File: config.mk
export PLATFORM = sky130hd
export DESIGN_NAME = freq_monitor
export DESIGN_NICKNAME = d
export VERILOG_FILES = /design/src/rtl/freq_mon_pkg.sv /design/src/rtl/freq_mon_edge.sv /design/src/rtl/freq_monitor.sv
export SDC_FILE = /design/constraint.sdc
export NUM_CORES = 1
export LEC_CHECK = 0
export BUFFER_PORTS_ARGS = -buffer_cell sky130_fd_sc_hd__buf_2
export CELL_PAD_IN_SITES_DETAIL_PLACEMENT = 1
export CELL_PAD_IN_SITES_GLOBAL_PLACEMENT = 1
export CORE_MARGIN = 2
export CORE_UTILIZATION = 39
export CTS_CLUSTER_SIZE = 12
export DETAILED_ROUTE_END_ITERATION = 10
export PLACE_DENSITY = 0.85
export SYNTH_ARGS = -nofsm -noshare
export SYNTH_HDL_FRONTEND = slang
export SYNTH_SLANG_ARGS = --single-unit
File: constraint.sdc
create_clock -name clk -period 1.8 [get_ports clk]
set_clock_uncertainty 0.1 [all_clocks]
set_input_delay 0.36 -clock clk [delete_from_list [all_inputs] [get_ports clk]]
set_output_delay 0.36 -clock clk [all_outputs]
set_load 0.01 [all_outputs]
File: src/rtl/freq_mon_pkg.sv
// Shared definitions for the divided-clock frequency monitor: FSM encodings,
// default expected period/tolerance and a small unsigned distance helper.
package freq_mon_pkg;

    localparam logic [0:0] S_WAIT = 1'b0;
    localparam logic [0:0] S_MEAS = 1'b1;

    localparam int DEF_EXP_PERIOD = 3;
    localparam int DEF_TOL        = 0;

    // Distance between two unsigned values without wrap-around.
    function automatic int unsigned abs_diff(input int unsigned a, input int unsigned b);
        return (a >= b) ? (a - b) : (b - a);
    endfunction

endpackage

File: src/rtl/freq_mon_edge.sv
// Samples the divided clock as data and flags its rising edges.
// FREQ_MON_SYNC_EN adds a 2-flop synchronizer ahead of the sampling register.
module freq_mon_edge (
    input  logic clk,
    input  logic rst,
    input  logic div_in,
    output logic div_s,
    output logic rise
);

    logic div_d;

`ifdef FREQ_MON_SYNC_EN
    logic [1:0] sync;

    always_ff @(posedge clk) begin
        if (!rst) begin
            sync <= 2'b00;
        end else begin
            sync <= {sync[0], div_in};
        end
    end

    always_ff @(posedge clk) begin
        div_s <= sync[1];
    end
`else
    always_ff @(posedge clk) begin
        div_s <= div_in;
    end
`endif

    // Delayed copy comes out of reset high so a line already high is not a rise.
    always_ff @(posedge clk) begin
        if (!rst) begin
            div_d <= 1'b1;
        end else begin
            div_d <= div_s;
        end
    end

    assign rise = div_s & ~div_d;

endmodule

File: src/rtl/freq_monitor.sv
// Measures period and high time of the divided clock, judges the period against
// EXP_PERIOD +/- TOL, and reports lock, error and timeout (optional FREQ_MON_SYNC_EN).
module freq_monitor
    import freq_mon_pkg::*;
#(
    parameter int CNT_W      = 8,
    parameter int EXP_PERIOD = DEF_EXP_PERIOD,
    parameter int TOL        = DEF_TOL,
    parameter int LOCK_CNT   = 4,
    parameter int ERR_W      = 4
) (
    input  logic             clk,
    input  logic             rst,
    input  logic             div_in,
    output logic [CNT_W-1:0] period,
    output logic [CNT_W-1:0] high_time,
    output logic             meas_valid,
    output logic             locked,
    output logic             err,
    output logic             timeout,
    output logic [ERR_W-1:0] err_cnt
);

    localparam int                LR_W        = $clog2(LOCK_CNT + 1);
    localparam logic [LR_W-1:0]   LOCK_TARGET = LR_W'(LOCK_CNT);
    localparam logic [CNT_W-1:0]  CNT_MAX     = '1;
    localparam logic [CNT_W-1:0]  CNT_ONE     = CNT_W'(1);
    localparam logic [ERR_W-1:0]  ERR_MAX     = '1;
    localparam int unsigned       EXP_U       = EXP_PERIOD;
    localparam int unsigned       TOL_U       = TOL;

    logic             div_s;
    logic             rise;
    logic [0:0]       state;
    logic [CNT_W-1:0] cnt;
    logic [CNT_W-1:0] hcnt;
    logic [LR_W-1:0]  lock_run;

    logic             in_tol;
    logic [LR_W-1:0]  lock_run_inc;
    logic [CNT_W-1:0] cnt_inc;
    logic [CNT_W-1:0] hcnt_inc;
    logic [ERR_W-1:0] err_cnt_inc;

    freq_mon_edge u_edge (
        .clk    (clk),
        .rst    (rst),
        .div_in (div_in),
        .div_s  (div_s),
        .rise   (rise)
    );

    // Saturating next values and the tolerance judgement of the running count.
    always_comb begin
        in_tol       = abs_diff(32'(cnt), EXP_U) <= TOL_U;
        lock_run_inc = (lock_run == LOCK_TARGET) ? LOCK_TARGET : lock_run + LR_W'(1);
        cnt_inc      = (cnt == CNT_MAX) ? CNT_MAX : cnt + CNT_ONE;
        hcnt_inc     = (hcnt == CNT_MAX || !div_s) ? hcnt : hcnt + CNT_ONE;
        err_cnt_inc  = (err_cnt == ERR_MAX) ? ERR_MAX : err_cnt + ERR_W'(1);
    end

    always_ff @(posedge clk) begin
        if (!rst) begin
            state      <= S_WAIT;
            cnt        <= '0;
            hcnt       <= '0;
            lock_run   <= '0;
            period     <= '0;
            high_time  <= '0;
            meas_valid <= 1'b0;
            locked     <= 1'b0;
            err        <= 1'b0;
            timeout    <= 1'b0;
            err_cnt    <= '0;
        end else begin
            meas_valid <= 1'b0;
            err        <= 1'b0;
            timeout    <= 1'b0;
            case (state)
                S_WAIT: begin
                    // The first edge only opens a measurement window.
                    if (rise) begin
                        state <= S_MEAS;
                        cnt   <= CNT_ONE;
                        hcnt  <= CNT_ONE;
                    end
                end
                S_MEAS: begin
                    if (rise) begin
                        period     <= cnt;
                        high_time  <= hcnt;
                        meas_valid <= 1'b1;
                        cnt        <= CNT_ONE;
                        hcnt       <= CNT_ONE;
                        if (in_tol) begin
                            lock_run <= lock_run_inc;
                            locked   <= (lock_run_inc == LOCK_TARGET);
                        end else begin
                            err      <= 1'b1;
                            lock_run <= '0;
                            locked   <= 1'b0;
                            err_cnt  <= err_cnt_inc;
                        end
                    end else if (cnt == CNT_MAX) begin
                        // Edge never arrived: give up and wait for a fresh reference edge.
                        timeout  <= 1'b1;
                        locked   <= 1'b0;
                        lock_run <= '0;
                        err_cnt  <= err_cnt_inc;
                        cnt      <= '0;
                        hcnt     <= '0;
                        state    <= S_WAIT;
                    end else begin
                        cnt  <= cnt_inc;
                        hcnt <= hcnt_inc;
                    end
                end
                default: state <= S_WAIT;
            endcase
        end
    end

endmodule

==> results by group, run 1 <==
Die
  • # rows: 27
  • Core footprint: between 5000 and 6000 um2
  • Starting density of the core: 40.4%
  • Die X: about 80 um
  • I/O Pins: 27
  • Die area: 6280 um2
  • Die Y: about 79 um

Clock network
  • CTS Buf Count: 5
  • CTS tree: built
  • Maximum root-to-sink buffer count: 2
  • CTS Root Cell: clkbuf_8
  • Num Clock Sinks: 46
  • Worst-path clk slew: roughly 90 ps
  • H-tree depth: 2
  • Later-pin clock latency in the skew report: 320 ps

Timing
  • Fin crit share: 97.4%
  • Setup tns final: 0 ps
  • Worst-Margin Slew: 416 ps
  • Final setup viols: 0
  • RSZ-0062 raised after global routing: true
  • Achievable frequency: between 500 and 600 MHz
  • Final Critical Period: 1750 ps
  • Fin worst setup slack: 46.7 ps
  • Fin. max-slew vios: 0
  • Worst rel slew slack: slightly above 70%
  • Final hold vios: 0

Route
  • DR iter-0 viols: 86
  • Antenna Nets Post-Route: 0
  • Total Wirelength: 6.14 mm
  • First-pass DRT Iterations: 4
  • Vias: 2,003
  • Vias/cell: 5.26
  • DRC: 0
  • Mean routed wirelength per cell: 16.1 um

Setup path
  • Worst EP required: 1940 ps
  • Cell family with most CP delay: compound AO/OA/AOI/OAI gates
  • CP Class: reg -> reg
  • Critical-path top delay cell: dfxtp_4
  • Critical Path AT: approximately 1900 ps
  • Crit end category: register
  • Critical Path Start Type: register
  • Crit-path max cell delay: 370 ps
  • CP Cell Sequence: inv_4 > ha_1 > a21boi_2 > xor2_2 > o21a_4 > buf_4 > o221ai_2 > a31oi_1
  • Crit-path max FO: 5
  • CP bufs+invs: 2

Placement
  • Number of port buffers: 26
  • Detailed placement HPWL: around 4.3 mm
  • GPL Wtd Cong: 0.802
  • DP Area: 2550 um2
  • DP Cell Count: 370
  • Dpl ws: -90.6 ps

Synthesis
  • Gate Count Post-Synth: 258
  • Syn nets: between 200 and 300
  • Most common library cells after synthesis: nand2_1 (52), dfxtp_1 (46), a21oi_1 (24)
  • Ranking of synthesized cells by area: dfxtp_1 (42%), nand2_1 (8.8%), a21oi_1 (5.4%), ha_1 (4.5%), nor2_1 (3.7%)
  • Synth Register Bits: 46
  • Avg Inst Size Synth: 8.56 um2
  • Netlist Area Pre-Place: 2210 um2
  • YS warnings: 0
  • Sequential element share of the synthesized area: 41.7%
  • Synth top area share: 41.7%
  • Asr flop ratio synth: 0%
  • Area leader, netlist: dfxtp_1
  • Most common cell in the netlist: nand2_1
  • Top_reg_cell synth: dfxtp_1
  • Number of synthesized flops with an enable pin: 0
  • Synth cell types: 57

Global route
  • Initial antenna violation count: 0
  • GRT Overall Usage: 20.4%
  • First-pass GRT wire length: 9.98 mm
  • Vias in the first global route: 2,076
  • Largest net degree at the start of global routing: 21
  • GRT Residual Overflow: 0

Layout
  • Ant. Diodes: 0
  • Design area: about 2800 um2
  • Syn-to-layout area delta: 25.9%
  • Final Non-Filler Cells: 381
  • Fin nets: 319
  • Share of layout cells above drive strength 1: slightly above 30%

Job
  • Max capacitance violation total: 0

Power and ir drop
  • Total power: 0.00178 W
  • LEAKAGE: between 1 and 1.5 nW
  • Worst vdd ir: 0.360 mV
  • Pwr dens: 639 nW/um2

Min path
  • Worst hold path class: in -> reg

Run status
  • Status: finished clean
## kinds of logic (layout without fill, tap and decap cells)
logic type	Yosys count	after routing	synth area share [%]
fa+ha+maj	8	8	4.53
compound gates	62	62	19.2
simple gates	107	107	23.4
xor+xnor	11	11	4.36
flops	46	46	41.7
buf+inv	19	70	4.53
mux	5	5	2.32
## state kept, by name, indices dropped and copies added, names as in the netlist
signal,count
cnt,8
hcnt,8
high_time,8
period,8
err_cnt,4
lock_run,3
err,1
locked,1
meas_valid,1
state,1
timeout,1
u_edge.div_d,1
u_edge.div_s,1
## power by group
| part | leakage, nW | internal, W | switching, W |
|---|---|---|---|
| combinational | 0.725 | 0.0000353 | 0.0000563 |
| sequential | 0.374 | 0.00102 | 0.0000102 |
| clock | 0.0452 | 0.000275 | 0.000377 |
## repair_timing
item,in CTS,in global routing
resized for setup,5,25
setup endpoints to repair,12,17
hold buffers,0,0
endpoints found under the hold margin,0,0
setup buffers,0,3
pin swaps,0,9
## final timing paths
| kind | start | endpoint | slack [ps] | cells after the start |
|---|---|---|---|---|
| setup / recovery | cnt[3]$_SDFFE_PN0P_ | err_cnt[0]$_SDFFE_PN0P_ | 50 | 8 |
| hold / removal | div_in | u_edge.div_s$_DFF_P_ | 50 | 1 |
| setup reg to reg | cnt[3]$_SDFFE_PN0P_ | err_cnt[0]$_SDFFE_PN0P_ | 50 | 8 |
| hold reg to reg | high_time[4]$_SDFFE_PN0P_ | high_time[4]$_SDFFE_PN0P_ | 360 | 2 |
## cells in the final DEF, fill, tap and decap left out, types with 4 or more instances in the layout
cell,count
buf_4,27
buf_2,26
ha_1,5
mux2i_1,4
nand3_1,8
o21ai_0,8
xor2_1,8
nand2_1,52
clkbuf_8,5
inv_1,6
nor2_1,20
dfxtp_1,42
a21oi_1,22
## layer usage
layer / routed length [um] / GRT usage (%) / up-vias
met3: 126 / 4.09 / 9
met2: 3110 / 35.8 / 20
met5: 0 / 0 / -
li1: - / - / 996
met4: 96 / 7.41 / 0
met1: 2800 / 24.5 / 978
## per-stage QoR
step	hold WS, ps	util (%)
2_1_floorplan	288	-
3_3_place_gp	340	46.5
6_report	45.2	50.8
5_1_grt	45.3	50.8
3_5_place_dp	348	46.5
4_1_cts	43.4	48.4
## worst register-to-register path, delay by kind of cell, from the launching register on
kind / cells / cell delay [ps]
AOI/OAI and AO/OA: 4 / 640
DFF: 1 / 370
xor gates and xnor gates: 1 / 220
buffers and inverters: 2 / 190
adders and majority gates: 1 / 150
## layout make-up
| type | instances | area (um2) |
|---|---|---|
| fillers | 684 | 2690 |
| multi-input cells | 193 | 1300 |
| flip-flops and latches | 46 | 928 |
| repair buffers | 54 | 344 |
| well taps | 72 | 90.1 |
| clock buffers | 6 | 72.6 |
| inverters | 8 | 32.5 |
| clock inverters | 2 | 13.8 |
Note: power is estimated with default switching activity, not from simulation.
==> run 2, diff against run 1 <==
--- a/config.mk
+++ b/config.mk
@@ -5,14 +5,15 @@
 export SDC_FILE = /design/constraint.sdc
 export NUM_CORES = 1
 export LEC_CHECK = 0
+export ABC_AREA = 1
 export BUFFER_PORTS_ARGS = -buffer_cell sky130_fd_sc_hd__buf_2
+export CAP_MARGIN = 0
 export CELL_PAD_IN_SITES_DETAIL_PLACEMENT = 1
 export CELL_PAD_IN_SITES_GLOBAL_PLACEMENT = 1
-export CORE_MARGIN = 2
-export CORE_UTILIZATION = 39
+export CORE_UTILIZATION = 37
 export CTS_CLUSTER_SIZE = 12
 export DETAILED_ROUTE_END_ITERATION = 10
-export PLACE_DENSITY = 0.85
+export PLACE_DENSITY = 0.84
 export SYNTH_ARGS = -nofsm -noshare
 export SYNTH_HDL_FRONTEND = slang
 export SYNTH_SLANG_ARGS = --single-unit
==> results by group, run 2 <==
Run status
  • Status: finished clean

Layout
  • Fin nets: 352 (+10%)
  • Ant. Diodes: 0 (unchanged)
  • Share of layout cells above drive strength 1: 32.8% (+1.8 points)
  • Commonest cells after routing, fill and taps aside: nand2_1 (43), dfxtp_1 (40), nor2_1 (32)
  • Syn-to-layout area delta: 32.9%
  • Commonest non-fill, non-tap cell in the layout: nand2_1
  • Fin util: 51.0% (+0.19 points)

Clock network
  • H-tree depth: 2 (unchanged)
  • CTS Root Cell: clkbuf_8
  • CTS Buf Count: 5 (unchanged)
  • Later-pin clock latency in the skew report: 300 ps (-20 ps)
  • Worst-path clk slew: 80 ps (about the same)
  • Maximum root-to-sink buffer count: 2 (unchanged)
  • Num Clock Sinks: 46 (unchanged)
  • CTS tree: built
  • Hold_buf cts: 0 (unchanged)

Synthesis
  • Ranking of synthesized cells by area: dfxtp_1 (44%), nand2_1 (9.2%), a21oi_1 (6.9%), nor2_1 (6.0%), inv_1 (5.5%)
  • Number of synthesized flops with an enable pin: 0 (unchanged)
  • Synth top area share: 43.6% (+1.9 points)
  • Avg Inst Size Synth: 7.41 um2 (-13%)
  • Most common library cells after synthesis: nand2_1 (52), dfxtp_1 (46), nor2_1 (34)
  • YS warnings: 0 (unchanged)
  • Netlist Area Pre-Place: 2110 um2 (-4.4%)
  • Syn nets: 296 (+10%)
  • Sequential element share of the synthesized area: 43.6% (+1.9 points)
  • Asr flop ratio synth: 0% (unchanged)
  • Gate Count Post-Synth: 285 (+10%)
  • Most common cell in the netlist: nand2_1
  • Top_reg_cell synth: dfxtp_1
  • Area leader, netlist: dfxtp_1
  • Synth cell types: 31 (-46%)
  • Synth Register Bits: 46 (unchanged)

Global route
  • First-pass GRT wire length: 9.63 mm (-3.6%)
  • GRT Overall Usage: 20.4% (about the same)
  • Vias in the first global route: 2,139 (+3.0%)
  • Initial antenna violation count: 0 (unchanged)
  • Largest net degree at the start of global routing: 18 (-14%)
  • GRT Residual Overflow: 0 (unchanged)

Job
  • Max capacitance violation total: 0 (unchanged)

Placement
  • Number of port buffers: 26 (unchanged)
  • GPL Wtd Cong: 0.804 (+0.22%)
  • Detailed placement HPWL: 4.40 mm (+2.1%)
  • Dpl ws: -106 ps (-15.4 ps)

Route
  • WL met3: 120 um (-4.8%)
  • Vias: 2,090 (+4.3%)
  • Met2 WL: 3.36 mm (+8.0%)
  • DRC: 0 (unchanged)
  • Antenna Nets Post-Route: 0 (unchanged)
  • Total Wirelength: 6.01 mm (-2.1%)
  • DR iter-0 viols: 87 (+1.2%)
  • First-pass DRT Iterations: 4 (unchanged)
  • Met1 wire length: 2.48 mm (-12%)
  • Vias/cell: 5.06 (-3.7%)
  • Top routing layer in use: met4
  • Mean routed wirelength per cell: 14.6 um (-9.7%)

Setup path
  • CP Class: reg -> reg
  • Crit. Startpoint: cnt[0]$_SDFFE_PN0P_
  • Crit end category: register
  • R2r setup slk: 60 ps (about the same)
  • Critical Path Start Type: register
  • Crit-path max FO: 5 (unchanged)
  • FF-to-FF path depth: 12 (+4)
  • Critical R2R Launch: cnt[0]$_SDFFE_PN0P_
  • Reg-to-Reg End: err_cnt[1]$_SDFFE_PN0P_
  • Cell family with most CP delay: simple AND/OR/NAND/NOR gates
  • Most common cell on crit path: nand2_2
  • Critical-path top delay cell: dfxtp_2
  • Critical Path AT: 1840 ps (-50 ps)
  • CP endpoint: err_cnt[1]$_SDFFE_PN0P_
  • CP bufs+invs: 2 (unchanged)
  • Crit-path max cell delay: 340 ps (-30 ps)
  • CP Depth: 12 (+4)
  • CP Cell Sequence: ha_4 > buf_6 > nand2_4 > nand2_2 > nand2_2 > nand2_2 > o21ai_2 > nand3_2 > nand2_4 > inv_4 > o21ai_2 > nor2_1
  • Worst EP required: 1900 ps (-40 ps)

Timing
  • Achievable frequency: 575 MHz (+0.79%)
  • Worst-Margin Slew: 339 ps (-77.0 ps)
  • Hold WS: 57.9 ps (+12.7 ps)
  • Final setup viols: 0 (unchanged)
  • RSZ-0062 raised after global routing: true
  • Fin. max-slew vios: 0 (unchanged)
  • Fin crit share: 96.6% (-0.76 points)
  • Setup tns final: 0 ps (unchanged)
  • Final hold vios: 0 (unchanged)
  • Worst rel slew slack: 77.3% (+5.1 points)
  • Fin worst setup slack: 60.5 ps (+13.7 ps)
  • Final Critical Period: 1740 ps (-13.7 ps)

Die
  • Die area: 6010 um2 (-4.2%)
  • Die X: 77.6 um (-2.1%)
  • Starting density of the core: 38.4% (-2.0 points)
  • Core footprint: 5510 um2 (+0.62%)
  • Die Y: 77.6 um (-2.1%)
  • # rows: 27 (unchanged)
  • I/O Pins: 27 (unchanged)

Power and ir drop
  • Total power: 0.00178 W (+0.36%)
  • Psw: 0.000438 W (-1.3%)
  • Switching part of the total: 24.5% (-0.42 points)
  • Clock share of power: 34.0% (-2.7 points)
  • Worst vdd ir: 0.391 mV (+8.7%)
  • P_int: 0.00135 W (+0.92%)
  • Share of power burned in registers: 58.2% (about the same)
  • LEAKAGE: 1.19 nW (+4.3%)
  • Pwr dens: 635 nW/um2 (-0.63%)
  • Gate power share: 7.8% (+2.6 points)

Min path
  • Worst hold path class: in -> reg
==> run 2: cell count changes after synthesis, sizes merged, moves of 3 or more <==
cell,delta
a311oi,-4
nor2,+17
o21ai,+14
nand3,+10
a21oi,+4
buf,-4
mux2i,-4
xor2,-8
nand2,+3
inv,+27
and3,-3
==> run 2: area by class of cell <==
cell class	instances	area [um2]
inverter	35	139
fill	706	2700
timing repair buffer	55	364
tap	72	90.1
multi-input combinational	198	1200
sequential	46	933
clock buffer	6	72.6
clock inverter	1	7.51
==> run 2: cells by family after synthesis <==
family | count (synthesis) | share of synthesized area, %
and+or+nand+nor | 126 | 27.5
DFF | 46 | 43.6
AOI/OAI and AO/OA | 62 | 15.8
buffers and inverters | 41 | 7.52
xor gates and xnor gates | 2 | 0.830
adders and majority gates | 8 | 4.74
==> run 2: power groups by stage <==
stage	Clock (W)	Combinational (W)	Sequential [W]
3_3_place_gp	0	0.000113	0.00106
4_1_cts	0.000623	0.000121	0.00104
2_1_floorplan	0	0.0000636	0.00106
3_5_place_dp	0	0.000117	0.00106
6_report	0.000607	0.000139	0.00104
5_1_grt	0.000678	0.000153	0.00104
==> run 2: how the worst min path moves through the flow <==
stage	from	end	slack (ps)	cells after the start
floorplan	div_in	u_edge.div_s$_DFF_P_	290	0
global placement	u_edge.div_s$_DFF_P_	u_edge.div_d$_SDFF_PN1_	340	2
detailed placement	u_edge.div_s$_DFF_P_	u_edge.div_d$_SDFF_PN1_	360	2
CTS	div_in	u_edge.div_s$_DFF_P_	50	1
global route	div_in	u_edge.div_s$_DFF_P_	40	1
finish	div_in	u_edge.div_s$_DFF_P_	60	1
==> run 2: metrics by stage <==
stage	std cells	cell area, um2
2_1_floorplan	285	2110
3_3_place_gp	402	2490
3_5_place_dp	402	2490
4_1_cts	409	2600
5_1_grt	413	2810
6_report	413	2810
==> run 2: what timing repair did <==
item                                    CTS  global route
pin swaps                                 2            14
hold endpoints to repair                  0             0
gates resized for setup                   7            45
endpoints found under the setup margin   15            20
setup buffers                             0             4
==> run 2: routing by layer <==
metal  global-route usage [%]  up-vias
met2                     39.2       19
met5                        0        -
met4                     5.85        0
li1                         -     1045
met3                     4.00        5
met1                     22.3     1021
